==> src/rtl/d_sramlike_bridge.sv <==
// Data-side bridge from the mem-stage SRAM port to the SRAM-like req/addr_ok/data_ok bus.
// Optional stall-cycle counter is built when DSRAM_PERF_CNT_EN is defined.
module d_sramlike_bridge #(
    parameter logic [1:0] RD_SIZE  = 2'b10,
    parameter bit         ALIGN_RD = 1'b1
) (
    input  logic        clk,
    input  logic        rst,
    input  logic        data_sram_en,
    input  logic [3:0]  data_sram_wen,
    input  logic [31:0] data_sram_addr,
    input  logic [31:0] data_sram_wdata,
    output logic [31:0] data_sram_rdata,
    input  logic        pipe_stall,
    input  logic        flush_except,
    output logic        d_stall,
    output logic        data_req,
    output logic        data_wr,
    output logic [1:0]  data_size,
    output logic [31:0] data_addr,
    output logic [31:0] data_wdata,
    input  logic        data_addr_ok,
    input  logic        data_data_ok,
    input  logic [31:0] data_rdata,
    output logic [31:0] perf_stall_cnt
);

    typedef enum logic [1:0] {IDLE, ADDR, DATA, DONE} state_t;

    state_t      state_reg, state_next;
    logic        go;
    logic        wr_in;
    logic [1:0]  size_in;
    logic [31:0] addr_in;
    logic [31:0] addr_reg;
    logic [31:0] wdata_reg;
    logic [1:0]  size_reg;
    logic        wr_reg;
    logic [31:0] rdata_reg;

    assign go    = data_sram_en & ~flush_except;
    assign wr_in = |data_sram_wen;

    always_comb begin
        size_in = 2'd2;
        case (data_sram_wen)
            4'b0000:                            size_in = RD_SIZE;
            4'b1111:                            size_in = 2'd2;
            4'b0011, 4'b1100:                   size_in = 2'd1;
            4'b0001, 4'b0010, 4'b0100, 4'b1000: size_in = 2'd0;
            default:                            size_in = 2'd2;
        endcase
    end

    // Only the two low address bits are ever masked, and only for reads.
    generate
        for (genvar gi = 0; gi < 32; gi++) begin : g_addr
            if (gi < 2) begin : g_lo
                assign addr_in[gi] = (ALIGN_RD && !wr_in) ? 1'b0 : data_sram_addr[gi];
            end else begin : g_hi
                assign addr_in[gi] = data_sram_addr[gi];
            end
        end
    endgenerate

    always_ff @(posedge clk) begin
        if (rst) begin
            state_reg <= IDLE;
        end else begin
            state_reg <= state_next;
        end
    end

    always_comb begin
        state_next = state_reg;
        case (state_reg)
            IDLE: if (go) state_next = data_addr_ok ? DATA : ADDR;
            ADDR: if (data_addr_ok) state_next = DATA;
            DATA: if (data_data_ok) state_next = DONE;
            DONE: if (!pipe_stall) state_next = IDLE;
            default: state_next = IDLE;
        endcase
    end

    // IDLE drives the bus straight from the pipeline; later states replay the held copy.
    always_comb begin
        data_req   = 1'b0;
        data_wr    = wr_reg;
        data_size  = size_reg;
        data_addr  = addr_reg;
        data_wdata = wdata_reg;
        d_stall    = 1'b0;
        case (state_reg)
            IDLE: begin
                data_req   = go;
                data_wr    = wr_in;
                data_size  = size_in;
                data_addr  = addr_in;
                data_wdata = data_sram_wdata;
                d_stall    = go;
            end
            ADDR: begin
                data_req = 1'b1;
                d_stall  = data_sram_en;
            end
            DATA: begin
                d_stall = data_sram_en;
            end
            DONE: begin
                d_stall = 1'b0;
            end
            default: begin
                d_stall = 1'b0;
            end
        endcase
    end

    always_ff @(posedge clk) begin
        if (rst) begin
            addr_reg  <= 32'h0;
            wdata_reg <= 32'h0;
            size_reg  <= 2'd0;
            wr_reg    <= 1'b0;
        end else if (state_reg == IDLE && go) begin
            addr_reg  <= addr_in;
            wdata_reg <= data_sram_wdata;
            size_reg  <= size_in;
            wr_reg    <= wr_in;
        end
    end

    always_ff @(posedge clk) begin
        if (rst) begin
            rdata_reg <= 32'h0;
        end else if (state_reg == DATA && data_data_ok && !wr_reg) begin
            rdata_reg <= data_rdata;
        end
    end

    assign data_sram_rdata = rdata_reg;

`ifdef DSRAM_PERF_CNT_EN
    logic [31:0] stall_cnt_reg;

    always_ff @(posedge clk) begin
        if (rst) begin
            stall_cnt_reg <= 32'h0;
        end else if (d_stall && stall_cnt_reg != 32'hFFFF_FFFF) begin
            stall_cnt_reg <= stall_cnt_reg + 32'd1;
        end
    end

    assign perf_stall_cnt = stall_cnt_reg;
`else
    assign perf_stall_cnt = 32'h0;
`endif

endmodule
==> config.mk <==
export PLATFORM = sky130hd
export DESIGN_NAME = d_sramlike_bridge
export DESIGN_NICKNAME = d
export VERILOG_FILES = /design/src/rtl/d_sramlike_bridge.sv
export SDC_FILE = /design/constraint.sdc
export NUM_CORES = 1
export LEC_CHECK = 0
export BUFFER_PORTS_ARGS = -buffer_cell sky130_fd_sc_hd__buf_2
export CAP_MARGIN = 20
export CORE_MARGIN = 2
export CORE_UTILIZATION = 41
export DETAILED_ROUTE_END_ITERATION = 12
export GPL_ROUTABILITY_DRIVEN = 1
export PLACE_DENSITY = 0.76
export SLEW_MARGIN = 20
export SYNTH_ARGS = -nofsm -noshare
export SYNTH_HDL_FRONTEND = slang
export SYNTH_SLANG_ARGS = --single-unit
==> constraint.sdc <==
create_clock -name clk -period 1.77 [get_ports clk]
set_clock_uncertainty 0.15 [all_clocks]
set_input_delay 0.0885 -clock clk [delete_from_list [all_inputs] [get_ports clk]]
set_output_delay 0.0885 -clock clk [all_outputs]
set_load 0.005 [all_outputs]
Word-level counts from Yosys, hierarchy flattened
Memory sizes are Yosys's and may differ from the RTL's.
Cells that the tools add are included.
{"block": "classes", "eq_ne": 7, "mux": 14, "bitwise": 2, "n_reduce_logical": 8}
{"cell": "$mux 32", "n": 2}
{"cell": "$mux 2", "n": 6}
{"cell": "$ne 2x2->1 const B", "n": 4}
{"cell": "$pmux 2 s4", "n": 1}
{"cell": "$eq 2x2->1 const B", "n": 2}
{"cell": "$reduce_and 4->1", "n": 1}
{"cell": "$reduce_or 4->1", "n": 1}
{"cell": "$logic_and 1x1->1", "n": 3}
{"cell": "$mux 1", "n": 3}
{"cell": "$pmux 1 s3", "n": 1}
{"cell": "$eq 2x1->1 const B", "n": 1}
{"cell": "$logic_not 2->1", "n": 1}
{"cell": "$pmux 1 s2", "n": 1}
{"cell": "$reduce_or 2->1", "n": 1}
{"cell": "$and 1x1->1", "n": 1}
{"cell": "$logic_not 1->1", "n": 1}
{"cell": "$not 1->1", "n": 1}
{"block": "totals", "regBits": 101, "rom_bits": 32, "in_bits": 107, "output_inout_bits": 133, "wordCells": 38, "n_memories": 1}
{"memory": "(no name shown)", "depth": 16, "word_bits": 2, "read_ports": 1, "rd_clocked_by_memory_dff": 0, "write_ports": 0, "line_no": "46", "source": "case (data_sram_wen)"}

Logic depth before layout (Yosys ltp)
Gate-level depths: netlist of the first run.
{"block": "depth", "word_depth": 4, "depth_mapped": 8, "depth_no_buf": 6}

Worst setup path before layout of the first run
No wires, ideal clock.
{"block": "synth_timing", "path_type": "flip-flop to flip-flop", "start": "register state_reg[0]", "end": "register addr_reg[19]", "setup_ns": 0.070, "arrival_ns": 1.424, "required_ns": 1.550, "setup_slack_ns": 0.126, "stages_incl_launch_ff": 9, "n_path_buf": 3, "period_less_slack_ns": 1.644, "path_cell_list": "dfxtp_1 > inv_1 > ha_1 > buf_2 > nand3b_1 > buf_2 > buf_2 > nand2_1 > a21oi_1"}
{"block": "synth_via", "elab_chain_len": 2}
{"item": "start: declaration", "line_no": "30", "source": "state_t state_reg, state_next;"}
{"item": "start signal: assignment", "line_no": "70", "source": "state_reg <= state_next;"}
{"item": "$logic_not 2->1", "line_no": "124", "source": "end else if (state_reg == IDLE && go) begin"}
{"item": "$logic_and 1x1->1", "line_no": "124"}
{"item": "end signal: assignment", "line_no": "125", "source": "addr_reg <= addr_in;"}
{"item": "end: declaration", "line_no": "35", "source": "logic [31:0] addr_reg;"}
No other way between the ends.
A chain may end at the register's enable or synchronous reset.

Worst setup path after layout of the first run
{"block": "layout_timing", "start": "register state_reg[0]", "end": "output data_addr[28]"}
{"block": "layout_via", "elab_chain_len": 2}
{"item": "$logic_not 2->1", "line_no": "93", "source": "case (state_reg)"}
{"item": "$mux 32", "line_no": "93"}
{"item": "end: declaration", "line_no": "20", "source": "output logic [31:0] data_addr,"}
No other way between the ends.

==> metrics.md, run 1 <==
| Metric | Value |
|---|---|
| Status | complete, but fails checks |
| Failing checks | setup timing |
| Final setup vio count | 96 |
| CP Capture Type | output port |
| Setup TNS | -9360 ps |
| Depth of the CTS H-tree | 3 |
| Placed cell area | 5830 um^2 |
| Max-slew headroom | 64.9% |
| Drt total wl | 19900 um |
| Num CTS Buffers | 9 |
| Worst r2r path cells | 6 |
| Max-slew violations | 0 |
| Initial Util | 41.5% |
| Setup crit start kind | register |
| Final period utilization | 110% |
| DP Wirelength | 8250 um |
| Mean post-synth cell area | 8.12 um^2 |
| Die Ht | 111 um |
| Power per cell area | 1500 nW/um^2 |
| Die Area | 12300 um^2 |
| Via count | 5466 |
| Switch Pwr | 4.55 mW |
| Logic pwr share | 63.4% |
| Min-delay src | pipe_stall |
| CTS root buffer | clkbuf_16 |
| HP Class | in2reg |
| Number of max-cap violations | 0 |
| Antenna Violating Nets Remaining | 0 |
| CP Data Required Time | 1530 ps |
| Sequential Power Share | 20.2% |
| Unrepaired setup endpoints after global routing | yes |
| Arrival @ worst endpoint | 1700 ps |
| # fillers | 671 |
| Max Root-Sink Buffers | 2 |
| FF-to-FF Start | state_reg[0] |
| Vias in the first global route | 5176 |
| Initial antenna violation count | 2 |
| Clock-pin slew on the worst setup and hold paths | 70 ps |
| Int Power | 8.85 mW |
| GRT overflow | 0 |
| Static Leak | 4.11 nW |
| First-pass GRT wire length | 25200 um |
| Row cnt | 39 |
| Critical path type | reg2out |
| Syn Inst Count | 577 |
| Drt pass-1 iters | 5 |
| Register bit count reported by yosys | 101 |
| Sequential area share after synthesis | 43.2% |
| Layout Nets | 1013 |
| Cell area after synthesis | 4680 um^2 |
| Ys Warns | 0 |
| Total global-route track usage | 24.9% |
| Setup crit start | state_reg[0] |
| Final instance area | 8960 um^2 |
| Placer Congestion | 0.754 |
| CTS tree | built |
| WL per Instance | 18.9 um |
| Commonest non-fill, non-tap cells in the layout | nand2_1 (151), buf_2 (147), dlygate4sd3_1 (100), dfxtp_1 (99), buf_6 (65) |
| Core ar. | 11300 um^2 |
| # IOs | 240 |
| FMAX | 0.516 GHz |
| Final hold slack | 41.7 ps |
| Switching share of power | 34.0% |
| Overall Power | 13.4 mW |
| Remaining design rule violation count | 0 |
| Crit Path Max Fanout | 6 |
| Peak supply drop | 1010 uV |
| Clk_lat worst skew | 330 ps |
| Layout cell share with drive strength beyond 1 | 51.4% |
| Largest net degree at the start of global routing | 42 |
| Hold path cells | 4 |
| Die W | 111 um |
| Netlist cell types | 26 |
| P&R area growth vs syn | 91.3% |
| Commonest non-fill, non-tap cell in the layout | nand2_1 |
| Hold Fails Final Rpt | 0 |
| Port buffer count | 207 |
| Setup ws final | -169 ps |
| Tmin final | 1940 ps |
| Post-DR vias/cell | 5.20 |
| Clk pwr share | 16.4% |
| Iter 0 DRT Violations | 369 |
| Slew @ Worst Pin | 527 ps |
| Sink Count | 101 |
power groups by stage:
stage | registers (mW) | logic (mW) | clock network (mW)
2_1_floorplan | 2.71 | 2.56 | 0
3_3_place_gp | 2.72 | 4.09 | 0
3_5_place_dp | 2.73 | 4.12 | 0
4_1_cts | 2.68 | 6.43 | 2.22
5_1_grt | 2.74 | 8.86 | 2.31
6_report | 2.71 | 8.49 | 2.20
worst max-delay path, stage by stage (launching register included):
cell and delay, ps:
dfxtp_2 330, inv_2 80, ha_4 200, buf_12 160, clkbuf_16 160, mux2_4 310, buf_6 120
repair_timing:
| item | 4_1_cts | 5_1_grt |
|---|---|---|
| setup buffers | 13 | 6 |
| resized for setup | 70 | 239 |
| hold buffers | 100 | 0 |
| endpoints found under the hold margin | 99 | 0 |
| gates cloned | 5 | 15 |
| endpoints found under the setup margin | 69 | 139 |
| pin swaps | 4 | 76 |
Yosys cell counts:
master    count  area (um^2)
inv_1         6         22.5
dfxtp_1     101         2020
o21ai_0       4         20.0
and2_1        1         6.26
clkbuf_1     17         63.8
nand3b_1      1         7.51
nand3_1       4         20.0
nor3b_4       1         18.8
a311oi_1      1         8.76
buf_2        21          105
a21oi_1     102          510
a211oi_1      3         22.5
mux2_2       63          709
nor4_1        1         6.26
nand2b_1      3         18.8
buf_4        34          255
a31oi_1       1         6.26
conb_1        1         3.75
ha_1          5         62.6
nand2_1     195          732
inv_2         1         3.75
and3_1        1         6.26
a222oi_1      1         10.0
nor2_1        7         26.3
or2_2         1         6.26
xnor2_1       1         8.76
routing by layer:
layer / routed length [um] / share of wire, % / vias to the layer above / GRT usage (%)
li1: - / - / 2493 / -
met1: 6970 / 35 / 2629 / 26.6
met2: 10900 / 55 / 272 / 47.2
met3: 1180 / 5.9 / 72 / 5.36
met4: 898 / 4.5 / 0 / 10.1
met5: 0 / 0 / - / 0
worst paths after layout:
path | end | slack [ps]
hold reg to reg | data_sram_rdata[29] | 300
hold / removal | state_reg[1] | 40
setup reg to reg | state_reg[0] | -100
setup / recovery | data_addr[28] | -170
layout make-up:
class / instances / area [um^2] / share of cell area (%)
diodes: 2 / 5.00 / 0.0559
well taps: 143 / 179 / 2.00
inverters: 7 / 26.3 / 0.293
flip-flops and latches: 101 / 2020 / 22.6
repair buffers: 354 / 3220 / 36.0
clock inverters: 6 / 92.6 / 1.03
multi-input cells: 428 / 3170 / 35.4
clock buffers: 10 / 239 / 2.67
through the flow:
step                      setup slack, ps  util (%)  instances
after floorplan                       126         -        608
after global placement               83.4      51.7        899
final                                -169      79.5       1051
after detailed placement             31.1      51.7        899
after CTS                            -192      69.0       1033
after global routing                 -206      79.5       1051
cell families after synthesis:
kind of cell,after synthesis,synth area share [%]
flops,101,43.2
buf+inv,79,9.62
xor+xnor,1,0.187
compound gates,112,12.3
mux,63,15.1
simple gates,215,18.1
other cells,1,0.0801
fa+ha+maj,5,1.34
Power figures use the tool's default switching activity.
==> inputs of run 2 (changes only) <==
--- a/config.mk
+++ b/config.mk
@@ -11,7 +11,7 @@
 export CORE_UTILIZATION = 41
 export DETAILED_ROUTE_END_ITERATION = 12
 export GPL_ROUTABILITY_DRIVEN = 1
-export PLACE_DENSITY = 0.76
+export PLACE_DENSITY = 0.78
 export SLEW_MARGIN = 20
 export SYNTH_ARGS = -nofsm -noshare
 export SYNTH_HDL_FRONTEND = slang
==> metrics.md, run 2 (synthesized netlist as in run 1, its figures left out) <==
| Metric | Value |
|---|---|
| DP Wirelength | 8190 um |
| Power per cell area | 1460 nW/um^2 |
| Clk_lat worst skew | 330 ps |
| Setup TNS | -11120 ps |
| Unrepaired setup endpoints after global routing | yes |
| Worst slack at placement | 16.2 ps |
| # fillers | 773 |
| Depth of the CTS H-tree | 3 |
| Max Root-Sink Buffers | 2 |
| Sink Count | 101 |
| Placer Congestion | 0.758 |
| Static Leak | 3.67 nW |
| Die Ht | 111 um |
| Hold Fails Final Rpt | 0 |
| Arrival @ worst endpoint | 1720 ps |
| Max-slew violations | 0 |
| P&R area growth vs syn | 73.2% |
| Final instance area | 8110 um^2 |
| Placed cell area | 5800 um^2 |
| Inst Count DP | 901 |
| Clk pwr share | 17.2% |
| FMAX | 0.511 GHz |
| CTS root buffer | clkbuf_16 |
| Switching share of power | 34.6% |
| WL per Instance | 17.8 um |
| Commonest non-fill, non-tap cell in the layout | nand2_1 |
| GRT overflow | 0 |
| GR Util met1 | 27.3% |
| # IOs | 240 |
| Final period utilization | 111% |
| Switch Pwr | 4.10 mW |
| Row cnt | 39 |
| Initial antenna violation count | 0 |
| Final hold slack | 53.7 ps |
| Largest net degree at the start of global routing | 53 |
| Commonest non-fill, non-tap cells in the layout | nand2_1 (195), buf_2 (187), dfxtp_1 (99), dlygate4sd3_1 (99), a21oi_1 (83) |
| Setup ws final | -188 ps |
| Layout cell share with drive strength beyond 1 | 40.6% |
| Initial Util | 41.5% |
| Multi-input combinational cell area | 2600 um^2 |
| Met3 Resource Use GR | 4.32% |
| Most used routing layer | met2 |
| Finished Core Util | 72.0% |
| Remaining design rule violation count | 0 |
| Setup crit start kind | register |
| Int Power | 7.77 mW |
| Peak supply drop | 970 uV |
| Layout Nets | 1015 |
| Port buffer count | 207 |
| N_diodes | 0 |
| Crit Path Max Fanout | 7 |
| Final setup vio count | 122 |
| First-pass GRT wire length | 24900 um |
| Overall Power | 11.9 mW |
| Register Area | 2020 um^2 |
| Die Area | 12300 um^2 |
| Antenna Violating Nets Remaining | 0 |
| Failing checks | setup timing |
| CP Data Required Time | 1530 ps |
| CP Capture Type | output port |
| Logic pwr share | 60.1% |
| Num CTS Buffers | 9 |
| Total global-route track usage | 24.9% |
| Sequential Power Share | 22.8% |
| Via count | 5341 |
| Post-DR vias/cell | 5.08 |
| Drt total wl | 18700 um |
| HP Class | in2reg |
| Die W | 111 um |
| Iter 0 DRT Violations | 389 |
| CTS tree | built |
| Number of max-cap violations | 0 |
| Tmin final | 1960 ps |
| M2 GR Usage | 46.3% |
| Critical path type | reg2out |
| Status | complete, but fails checks |
| Core ar. | 11300 um^2 |
| Vias in the first global route | 5073 |
| Non-filler cells, final | 1051 |
| Drt pass-1 iters | 5 |
| Clock-pin slew on the worst setup and hold paths | 70 ps |
==> run 2: path summary, 6_finish.rpt <==
path / from / endpoint / slack, ps / cells after the start
worst min register to register: data_sram_rdata[16] / data_sram_rdata[16] / 300 / 2
worst max register to register: state_reg[0] / addr_reg[3] / -90 / 9
worst max-delay path: state_reg[0] / data_addr[6] / -190 / 6
worst min-delay path: data_sram_wen[0] / size_reg[0] / 50 / 3
==> run 2: routing by layer <==
layer / up-vias / wire length [um]
li1: 2497 / -
met1: 2525 / 7170
met2: 258 / 9740
met3: 61 / 1100
met4: 0 / 677
met5: - / 0
==> run 2: final cells by class <==
| type | count | area share (%) |
|---|---|---|
| timing repair buffer | 356 | 36.7 |
| clock inverter | 7 | 0.956 |
| multi-input combinational | 428 | 32.1 |
| sequential | 101 | 25.0 |
| clock buffer | 9 | 2.78 |
| tap | 143 | 2.21 |
| inverter | 7 | 0.355 |
==> run 2: worst max-delay path, stage by stage, from the launching register on <==
cell	delay (ps)
dfxtp_2	350
inv_4	70
ha_4	180
buf_12	160
clkbuf_16	150
mux2_2	330
buf_2	130
==> run 2: power groups by stage <==
stage | clock network, mW | logic, mW | registers, mW
CTS | 2.05 | 5.32 | 2.68
floorplan | 0 | 2.56 | 2.71
finish | 2.04 | 7.13 | 2.71
global placement | 0 | 3.99 | 2.71
global route | 2.15 | 7.48 | 2.74
detailed placement | 0 | 4.02 | 2.72
==> run 2: what timing repair did <==
action | 4_1_cts | 5_1_grt
gates resized for setup | 37 | 85
hold endpoints to repair | 99 | 0
gates cloned | 4 | 15
pin swaps | 6 | 7
hold buffers | 99 | 0
setup endpoints to repair | 70 | 170
setup buffers | 14 | 5
